<file path="config.mk">
export PLATFORM = sky130hd
export DESIGN_NAME = i2s_stereo_tx
export DESIGN_NICKNAME = d
export VERILOG_FILES = /design/src/rtl/i2s_pkg.sv /design/src/rtl/i2s_clkgen.sv /design/src/rtl/i2s_stereo_tx.sv
export SDC_FILE = /design/constraint.sdc
export NUM_CORES = 1
export LEC_CHECK = 0
export ABC_AREA = 1
export CORE_ASPECT_RATIO = 0.5
export CORE_MARGIN = 2
export CORE_UTILIZATION = 30
export CTS_CLUSTER_DIAMETER = 50
export DETAILED_ROUTE_END_ITERATION = 12
export GPL_ROUTABILITY_DRIVEN = 0
export SLEW_MARGIN = 20
export SYNTH_ARGS = -nofsm -noshare
export SYNTH_HDL_FRONTEND = slang
export SYNTH_SLANG_ARGS = --single-unit
</file>
<file path="constraint.sdc">
create_clock -name clk48m -period 4.3 [get_ports clk48m]
set_input_delay 0.86 -clock clk48m [delete_from_list [all_inputs] [get_ports clk48m]]
set_output_delay 0.86 -clock clk48m [all_outputs]
set_load 0.1 [all_outputs]
</file>
<file path="src/rtl/i2s_pkg.sv">
// Shared definitions for the stereo serial audio transmitter: mode encodings
// and the slot-position to sample-bit mapping used by the dout mux.
package i2s_pkg;

    localparam logic [1:0] I2S_MODE_I2S = 2'b00;
    localparam logic [1:0] I2S_MODE_LJ  = 2'b01;
    localparam logic [1:0] I2S_MODE_RJ  = 2'b10;

    // Sentinel results of slot_bit_idx: drive a zero, or drive the carried bit.
    localparam int I2S_IDX_ZERO  = -1;
    localparam int I2S_IDX_CARRY = -2;

    // Sample bit index for slot position p; mode 2'b11 falls through to I2S.
    function automatic int slot_bit_idx(input logic [1:0] mode, input int p,
                                        input int data_w, input int slot_w);
        int idx;
        idx = I2S_IDX_ZERO;
        case (mode)
            I2S_MODE_LJ: if (p < data_w) idx = data_w - 1 - p;
            I2S_MODE_RJ: if (p >= slot_w - data_w) idx = slot_w - 1 - p;
            default: begin
                if (p == 0) idx = I2S_IDX_CARRY;
                else if (p <= data_w) idx = data_w - p;
            end
        endcase
        return idx;
    endfunction

endpackage

</file>
<file path="src/rtl/i2s_clkgen.sv">
// MCLK/SCLK dividers and frame bit counter; o_fall marks the cycle before sclk
// drops, o_wrap the falling strobe on which the bit counter returns to 0.
module i2s_clkgen #(
    parameter int SLOT_W    = 32,
    parameter int SCLK_HALF = 8,
    parameter int MCLK_HALF = 2,
    localparam int CNT_W    = $clog2(2 * SLOT_W)
) (
    input  logic             clk48m,
    input  logic             rst,
    output logic             o_mclk,
    output logic             o_sclk,
    output logic             o_lrclk,
    output logic             o_fall,
    output logic             o_wrap,
    output logic [CNT_W-1:0] o_bit_cnt_next
);

    localparam int MC_W = $clog2(MCLK_HALF + 1);
    localparam int SC_W = $clog2(SCLK_HALF + 1);
    localparam logic [MC_W-1:0]  MC_LAST  = MC_W'(MCLK_HALF - 1);
    localparam logic [SC_W-1:0]  SC_LAST  = SC_W'(SCLK_HALF - 1);
    localparam logic [CNT_W-1:0] BIT_LAST = CNT_W'(2 * SLOT_W - 1);

    logic [MC_W-1:0]  r_mcnt;
    logic [SC_W-1:0]  r_scnt;
    logic [CNT_W-1:0] r_bit_cnt;
    logic             r_mclk;
    logic             r_sclk;
    logic             r_lrclk;
    logic             w_fall;
    logic             w_last_bit;
    logic [CNT_W-1:0] w_bit_cnt_next;

    assign w_fall         = r_sclk && (r_scnt == SC_LAST);
    assign w_last_bit     = (r_bit_cnt == BIT_LAST);
    assign w_bit_cnt_next = w_last_bit ? '0 : r_bit_cnt + 1'b1;

    always_ff @(posedge clk48m or posedge rst) begin
        if (rst) begin
            r_mcnt    <= '0;
            r_scnt    <= '0;
            r_bit_cnt <= '0;
            r_mclk    <= 1'b0;
            r_sclk    <= 1'b0;
            r_lrclk   <= 1'b0;
        end else begin
            if (r_mcnt == MC_LAST) begin
                r_mcnt <= '0;
                r_mclk <= ~r_mclk;
            end else begin
                r_mcnt <= r_mcnt + 1'b1;
            end
            if (r_scnt == SC_LAST) begin
                r_scnt <= '0;
                r_sclk <= ~r_sclk;
            end else begin
                r_scnt <= r_scnt + 1'b1;
            end
            if (w_fall) begin
                r_bit_cnt <= w_bit_cnt_next;
                r_lrclk   <= (w_bit_cnt_next >= CNT_W'(SLOT_W));
            end
        end
    end

    assign o_mclk         = r_mclk;
    assign o_sclk         = r_sclk;
    assign o_lrclk        = r_lrclk;
    assign o_fall         = w_fall;
    assign o_wrap         = w_fall && w_last_bit;
    assign o_bit_cnt_next = w_bit_cnt_next;

endmodule

</file>
<file path="src/rtl/i2s_stereo_tx.sv">
// Stereo I2S / left- / right-justified transmitter with a one-entry holding buffer.
// Optional macro I2S_TX_UNDERRUN_EN adds the underrun pulse output.
module i2s_stereo_tx
    import i2s_pkg::*;
#(
    parameter int DATA_W    = 24,
    parameter int SLOT_W    = 32,
    parameter int SCLK_HALF = 8,
    parameter int MCLK_HALF = 2
) (
    input  logic              clk48m,
    input  logic              rst,
    input  logic [1:0]        mode,
    input  logic              s_valid,
    output logic              s_ready,
    input  logic [DATA_W-1:0] s_left,
    input  logic [DATA_W-1:0] s_right,
    output logic              mclk,
    output logic              sclk,
    output logic              lrclk,
    output logic              dout,
    output logic              frame_start
`ifdef I2S_TX_UNDERRUN_EN
    ,
    output logic              underrun
`endif
);

    localparam int CNT_W = $clog2(2 * SLOT_W);

    logic              w_fall;
    logic              w_wrap;
    logic [CNT_W-1:0]  w_bit_cnt_next;
    logic              w_accept;
    logic              w_full_next;
    logic [DATA_W-1:0] w_load_left;
    logic [DATA_W-1:0] w_load_right;
    logic [1:0]        w_mode_eff;
    logic              w_right_slot;
    logic [DATA_W-1:0] w_data;
    logic [DATA_W-1:0] w_shift;
    int                w_pos;
    int                w_idx;
    logic              w_bit;
    logic              w_carry_next;

    logic              r_ready;
    logic              r_hold_full;
    logic [DATA_W-1:0] r_hold_left;
    logic [DATA_W-1:0] r_hold_right;
    logic [DATA_W-1:0] r_act_left;
    logic [DATA_W-1:0] r_act_right;
    logic [1:0]        r_mode;
    logic              r_dout;
    logic              r_carry;

    i2s_clkgen #(
        .SLOT_W   (SLOT_W),
        .SCLK_HALF(SCLK_HALF),
        .MCLK_HALF(MCLK_HALF)
    ) u_clkgen (
        .clk48m        (clk48m),
        .rst           (rst),
        .o_mclk        (mclk),
        .o_sclk        (sclk),
        .o_lrclk       (lrclk),
        .o_fall        (w_fall),
        .o_wrap        (w_wrap),
        .o_bit_cnt_next(w_bit_cnt_next)
    );

    // Load decision uses the pre-edge buffer; a same-cycle accept waits a frame.
    assign w_accept     = s_valid && r_ready;
    assign w_full_next  = w_accept || (r_hold_full && !w_wrap);
    assign w_load_left  = r_hold_full ? r_hold_left  : '0;
    assign w_load_right = r_hold_full ? r_hold_right : '0;

    // On the wrap strobe the first bit comes from the words being loaded.
    assign w_mode_eff   = w_wrap ? mode : r_mode;
    assign w_right_slot = (w_bit_cnt_next >= CNT_W'(SLOT_W));

    always_comb begin
        w_data  = '0;
        w_shift = '0;
        w_pos   = 0;
        w_idx   = I2S_IDX_ZERO;
        w_bit   = 1'b0;
        if (w_right_slot) begin
            w_data = w_wrap ? w_load_right : r_act_right;
            w_pos  = int'(w_bit_cnt_next) - SLOT_W;
        end else begin
            w_data = w_wrap ? w_load_left : r_act_left;
            w_pos  = int'(w_bit_cnt_next);
        end
        w_idx = slot_bit_idx(w_mode_eff, w_pos, DATA_W, SLOT_W);
        if (w_idx == I2S_IDX_CARRY) begin
            w_bit = r_carry;
        end else if (w_idx >= 0) begin
            w_shift = w_data >> w_idx;
            w_bit   = w_shift[0];
        end
    end

    // The delayed I2S stream spills a slot's LSB into the next slot only when full width.
    assign w_carry_next = (DATA_W == SLOT_W) ? w_data[0] : 1'b0;

    always_ff @(posedge clk48m or posedge rst) begin
        if (rst) begin
            r_ready      <= 1'b0;
            r_hold_full  <= 1'b0;
            r_hold_left  <= '0;
            r_hold_right <= '0;
            r_act_left   <= '0;
            r_act_right  <= '0;
            r_mode       <= I2S_MODE_I2S;
            r_dout       <= 1'b0;
            r_carry      <= 1'b0;
        end else begin
            r_ready     <= !w_full_next;
            r_hold_full <= w_full_next;
            if (w_accept) begin
                r_hold_left  <= s_left;
                r_hold_right <= s_right;
            end
            if (w_wrap) begin
                r_act_left  <= w_load_left;
                r_act_right <= w_load_right;
                r_mode      <= mode;
            end
            if (w_fall) begin
                r_dout  <= w_bit;
                r_carry <= w_carry_next;
            end
        end
    end

    assign s_ready     = r_ready;
    assign dout        = r_dout;
    assign frame_start = w_wrap;
`ifdef I2S_TX_UNDERRUN_EN
    assign underrun    = w_wrap && !r_hold_full;
`endif

endmodule

</file>
-- Word level (Yosys, flattened, before mapping)
Index checks and enable logic that the tools add are counted.
- register bits after elaboration: 116
- input port bits: 53
- output and inout port bits: 6
- logic and storage cells: 60
- $add $sub $neg: 7
- order comparisons: 5
- equality and inequality tests: 6
- shift operators: 1
- muxes and demuxes: 17
- bitwise logic cells: 2
- reductions and logical operators: 8
- operators with widths (cell ; number):
    $mux 32 ; 5
    $mux 24 ; 5
    $sub 6x32->32 const A ; 3
    $pmux 32 s2 ; 1
    $eq 32x2->1 const B ; 1
    $ge 32x1->1 const B ; 1
    $ge 32x5->1 const B ; 1
    $le 32x6->1 const B ; 1
    $logic_not 32->1 ; 1
    $lt 32x6->1 const B ; 1
    $shr 24x32->1 ; 1
    $sub 6x6->7 const B ; 1
    $add 6x1->6 const B ; 1
    $eq 6x6->1 const B ; 1
    $ge 6x6->1 const B ; 1
    $mux 6 ; 1
    $add 4x1->4 const B ; 1
    $eq 2x1->1 const B ; 2
    $eq 4x3->1 const B ; 1
    $logic_and 1x1->1 ; 4
    $mux 2 ; 2
    $mux 4 ; 1
    $add 2x1->2 const B ; 1
    $eq 2x2->1 const B ; 1
    other kinds (4) ; 7

-- Longest topological paths before layout
- depth in word-level cells: 11
- gate-level depth with buffers: 25
- gate-level depth less buffers: 25

-- By module
Synthesis repeated with hierarchy kept, for this count alone.
- cell total of the unflattened synthesis: 734
- area total of the unflattened synthesis: 5814.3 µm²
- modules (own cells, without submodules) (module ; instances ; cells an instance ; area an instance (µm²) ; sequential area each (µm²)):
    i2s_stereo_tx ; 1 ; 658 ; 5128.7 ; 2527.4
    i2s_clkgen ; 1 ; 76 ; 685.7 ; 375.4

-- Worst setup path after synthesis
Ideal clock, no wire load.
- path kind: reg-to-reg
- start: reg u_clkgen.r_sclk (netlist: u_clkgen.o_sclk)
- end: reg r_dout (netlist: dout)
- setup time: 120 ps
- arrival time: 3582 ps
- required time: 4180 ps
- setup slack: 598 ps
- stages on the path, launching flop included: 18
- buffers on the path: 1
- clock period less this slack: 3702 ps
- cell sequence: dfrtp_1 -> nand2_1 -> nor2_4 -> buf_2 -> or2_2 -> o21ai_0 -> ha_1 -> clkinv_1 -> nand3_1 -> nand2_2 -> nand2_1 -> inv_1 -> nand2_1 -> nand2_1 -> nor2_1 -> a21oi_2 -> nand3_1 -> nand2_1
- word-level cells in the longest chain between the ends: 8
- elaborated cells on any way between the ends: 14
- classes of those cells: order compare: 1; eq/ne: 3; shift: 1; mux: 7; reduce/logical: 2
- RTL lines (element ; RTL line ; text):
    start, declared ; i2s_clkgen.sv:29 ; logic r_sclk;
    start signal, assigned ; i2s_clkgen.sv:56 ; r_sclk <= ~r_sclk;
    $logic_and 1x1->1 (*) ; i2s_clkgen.sv:35 ; assign w_fall = r_sclk && (r_scnt == SC_LAST);
    $logic_and 1x1->1 (*) ; i2s_clkgen.sv:71 ; assign o_wrap = w_fall && w_last_bit;
    named net frame_start ; i2s_stereo_tx.sv:22 ; output logic frame_start
    $mux 2 ; - ;
    $eq 2x2->1 or $eq 2x1->1 (tied branches) ; i2s_pkg.sv:18 ; case (mode)
    $pmux 32 s2 ; i2s_pkg.sv:18 ;
    $ge 32x1->1 or $shr 24x32->1 (tied branches) ; i2s_stereo_tx.sv:98, i2s_stereo_tx.sv:99 ;
    $mux 1 ; i2s_stereo_tx.sv:98 ; end else if (w_idx >= 0) begin
    $mux 1 (*) ; i2s_stereo_tx.sv:96 ; if (w_idx == I2S_IDX_CARRY) begin
    end signal, assigned ; i2s_stereo_tx.sv:131 ; r_dout <= w_bit;
    end, declared ; i2s_stereo_tx.sv:54 ; logic r_dout;
Mark *: on every way through the listed nets, which the timed path passes. The rest lies on a longest branch.
A chain may end at the register's enable or synchronous reset.

-- Final worst setup path
- start: reg u_clkgen.r_bit_cnt[0]
- end: reg r_dout (netlist: dout)
- word-level cells in the longest chain between the ends: 11
- elaborated cells on any way between the ends: 30
- classes of those cells: add/sub: 5; order compare: 5; eq/ne: 4; shift: 1; mux: 13; reduce/logical: 2
- RTL lines (element ; RTL line ; text):
    start, declared ; i2s_clkgen.sv:27 ; logic [CNT_W-1:0] r_bit_cnt;
    start signal, assigned ; i2s_clkgen.sv:61 ; r_bit_cnt <= w_bit_cnt_next;
    $add 6x1->6 or $eq 6x6->1 (tied branches) ; i2s_clkgen.sv:37, i2s_clkgen.sv:36 ;
    $mux 6 (*) ; i2s_clkgen.sv:37 ; assign w_bit_cnt_next = w_last_bit ? '0 : r_bit_cnt + 1'b1;
    named net u_clkgen.o_bit_cnt_next[3] ; i2s_clkgen.sv:16 ; output logic [CNT_W-1:0] o_bit_cnt_next
    $sub 6x6->7 or $ge 6x6->1 (tied branches) ; i2s_stereo_tx.sv:90, i2s_stereo_tx.sv:80 ;
    $mux 32 ; i2s_stereo_tx.sv:88 ; if (w_right_slot) begin
    $sub 6x32->32 or $le 32x6->1 (tied branches) ; i2s_pkg.sv:23 ; else if (p <= data_w) idx = data_w - p;
    $mux 32 ; i2s_pkg.sv:23 ;
    $mux 32 ; i2s_pkg.sv:22 ; if (p == 0) idx = I2S_IDX_CARRY;
    $pmux 32 s2 ; i2s_pkg.sv:18 ;
    $ge 32x1->1 or $shr 24x32->1 (tied branches) ; i2s_stereo_tx.sv:98, i2s_stereo_tx.sv:99 ;
    $mux 1 ; i2s_stereo_tx.sv:98 ;
    $mux 1 (*) ; i2s_stereo_tx.sv:96 ;
Marks and branches as above.

==> results.cfg <==
[timing]
slew_viol_final = 0
fin_crit_ns = 3.799
slew_headroom_pct = 34.04
period_share_pct = 88.35
setup_viol = 0
hold_violations = 0
fin_tns_setup_ns = 0
worstMarginPinSlew_ns = 0.9864
fmax_mhz = 263.2
clock_skew_ns = 0.01041
holdWs_ns = 0.4415
rsz0062_at_grt = no

[cells_and_area]
fin_nets = 901
stdcell_area_mm2 = 0.007337
drive_gt1_share_pct = 8.473
area_delta_synth_final_pct = 22.94
fill_cells = 2020
n_antenna_cell = 0

[min_path]
hp-class = reg -> reg
holdPathStages = 1

[floorplan]
die_area_mm2 = 0.02111
start_util_pct = 30.67
io_pins = 59
fp.dieW_um = 203.5
die_height_um = 103.7
rows = 36
core_area_mm2 = 0.01946

[synthesis]
ys_seq_elements = 116
synth.distinct_cells = 38
synth_area_leaders = dfrtp_1, nand2_1, nand3_1, ha_1, inv_1
yosysTopAreaCellShare_pct = 48.64
synth_top_family_by_area = simple AND/OR/NAND/NOR gates
netlist_instances = 771
yosys_warnings = 0
yosys.area_share.adder_pct = 4.528
synth-simple-area-share_pct = 36.81
syn_area_mm2 = 0.005968
yosysSeqAreaShare_pct = 48.64
avgSynthCellArea_um2 = 7.741
synth.mux.area_fraction_pct = 0.1887
syn-num-nets = 845
synth-xor-area-share_pct = 1.027
synth.largest_area_cell = dfrtp_1
synth_compound_area_share_pct = 3.270

[routing]
remaining_drc_errors = 0
drt-initial-drc-count = 353
via_count = 5093
wl_per_cell_um = 12.91
drtPass1Iterations = 5
drtAntennaViolNets = 0
vias_per_cell = 4.613
drt-total-wl_um = 14250

[worst_setup_path]
crit_fanout = 9
cp_top_family = simple AND/OR/NAND/NOR gates
endpoint_kind = flip-flop
crit_slowest_cell = dfrtp_1
worstPathRequired_ns = 4.65
r2r_cells = 23
crit_chain = ha_1, nand3_2, nor2_2, nor2_4, ha_1, inv_1, o21ai_0, inv_1, ha_1, inv_1, xor2_1, inv_1, nand3_1, nand2_1, nand3_2, nand2_4, o21ai_0, nand3_1, nand2_1, nand2_1, nand3_1, nand3_1, nand2_1
worst-setup-path-type = reg -> reg
path_depth = 23
critPathBufInv = 4
max_stage_delay_ns = 0.44
arrival_ns = 4.15
start_kind = flip-flop

[clock_network]
htree_levels = 4
tritoncts.num_buffers = 17
cts.path.max_buffers = 2
cts_tree = yes
post_cts_buffers = 0
cts.clk_slew.worst_paths_ns = 0.06
numClockSinks = 116
clk_latency_ns = 0.42
ctsResizeCount = 0
hold_buffers = 0
root_buffer = clkbuf_16

[power]
p_leak_nw = 3.841
power.density_mw_per_mm2 = 386.6
ir_worst_vdd_mv = 0.1924

[run_status]
status = completed

[place]
port_buffers = 58
dp_hpwl_um = 9825
placed_cell_area_mm2 = 0.006807

[global_routing]
grt_max_degree = 70
overflow = 0
first_global_vias = 5003
antenna_found_initial = 0
track_usage_pct = 14.23
grt_first_pass_wirelength_um = 24250

[run]
maxCapViolations = 0
## Yosys cell counts, drive strengths merged
cell type / instances
nand3b: 2
xor2: 5
clkinv: 2
a21oi: 8
nand2: 363
fa: 1
or2: 2
nor2: 25
o21ai: 24
mux2: 1
nand4: 7
xnor2: 2
nor4: 1
inv: 46
ha: 20
nor3: 1
nand3: 109
nor3b: 1
o211ai: 1
clkbuf: 14
o21bai: 1
dfrtp: 116
buf: 17
a31oi: 2
## state kept, by name (all words and copies together), names as in the netlist
signal,count
u_clkgen.o_lrclk,1
r_hold_left,24
u_clkgen.o_mclk,1
dout,1
s_ready,1
r_act_right,24
u_clkgen.r_mcnt,2
r_mode,2
u_clkgen.r_bit_cnt,6
r_hold_right,24
u_clkgen.r_scnt,4
r_hold_full,1
r_act_left,24
u_clkgen.o_sclk,1
## layout make-up
cell class | count | area, µm² | share of cell area, %
multi-input combinational | 576 | 2735 | 37.28
clock buffer | 22 | 474.2 | 6.463
sequential | 116 | 2904 | 39.58
clock inverter | 8 | 55.05 | 0.7503
timing repair buffer | 68 | 653.1 | 8.902
tap | 266 | 332.8 | 4.536
inverter | 48 | 182.7 | 2.490
## cells by family after synthesis
family | Yosys count
AOI/OAI and AO/OA | 36
xor gates and xnor gates | 7
adders and majority gates | 21
buffers and inverters | 79
DFF | 116
muxes | 1
and+or+nand+nor | 511
## power by group
part           switching [mW]  internal, mW  leakage, nW
clock network           0.493         0.772        0.254
registers              0.0942          1.24         1.52
logic                   0.122         0.113         2.06
## layer usage
layer  vias to the layer above  global-route usage, %  routed length, µm
li1                       2556                      -                  -
met1                      2443                  18.99               7007
met2                        75                  22.57               6541
met3                        19                  3.335                492
met4                         0                  5.057                206
met5                         -                      0                  0
## placed cells by master (no fill, tap or decap), drive strengths merged
cell type      instances
a21oi                  8
a31oi                  2
buf                   11
clkbuf                22
clkdlybuf4s50         57
clkinv                 7
clkinvlp               3
dfrtp                116
fa                     1
ha                    20
inv                   46
mux2                   1
nand2                363
nand3                109
nand3b                 2
nand4                  7
nor2                  25
nor3                   1
nor3b                  1
nor4                   1
o211ai                 1
o21ai                 24
o21bai                 1
or2                    2
xnor2                  2
xor2                   5
## stage by stage
step	utilization [%]	power (mW)	std cells	setup WS [ns]
final	37.71	2.837	1104	0.5010
after global routing	37.71	2.959	1104	0.06476
after CTS	37.70	2.860	1104	0.5342
after detailed placement	34.98	1.594	1074	0.5445
after global placement	34.98	1.588	1074	0.7642
after floorplan	-	1.482	771	0.3676
## final timing paths
check                                                   from                           end  slack, ns
hold reg to reg                 u_clkgen.r_mcnt[0]$_DFF_PP0_  u_clkgen.r_mcnt[0]$_DFF_PP0_       0.44
min in group asynchronous                                rst   u_clkgen.o_mclk$_DFFE_PP0P_       0.96
max in group asynchronous                                rst     r_act_right[11]$_DFF_PP0_       2.52
setup reg to reg           u_clkgen.r_bit_cnt[0]$_DFFE_PP0P_              dout$_DFFE_PP0P_       0.50
setup / recovery           u_clkgen.r_bit_cnt[0]$_DFFE_PP0P_              dout$_DFFE_PP0P_       0.50
hold / removal                  u_clkgen.r_mcnt[0]$_DFF_PP0_  u_clkgen.r_mcnt[0]$_DFF_PP0_       0.44
Note: power is estimated with default switching activity, not from simulation.
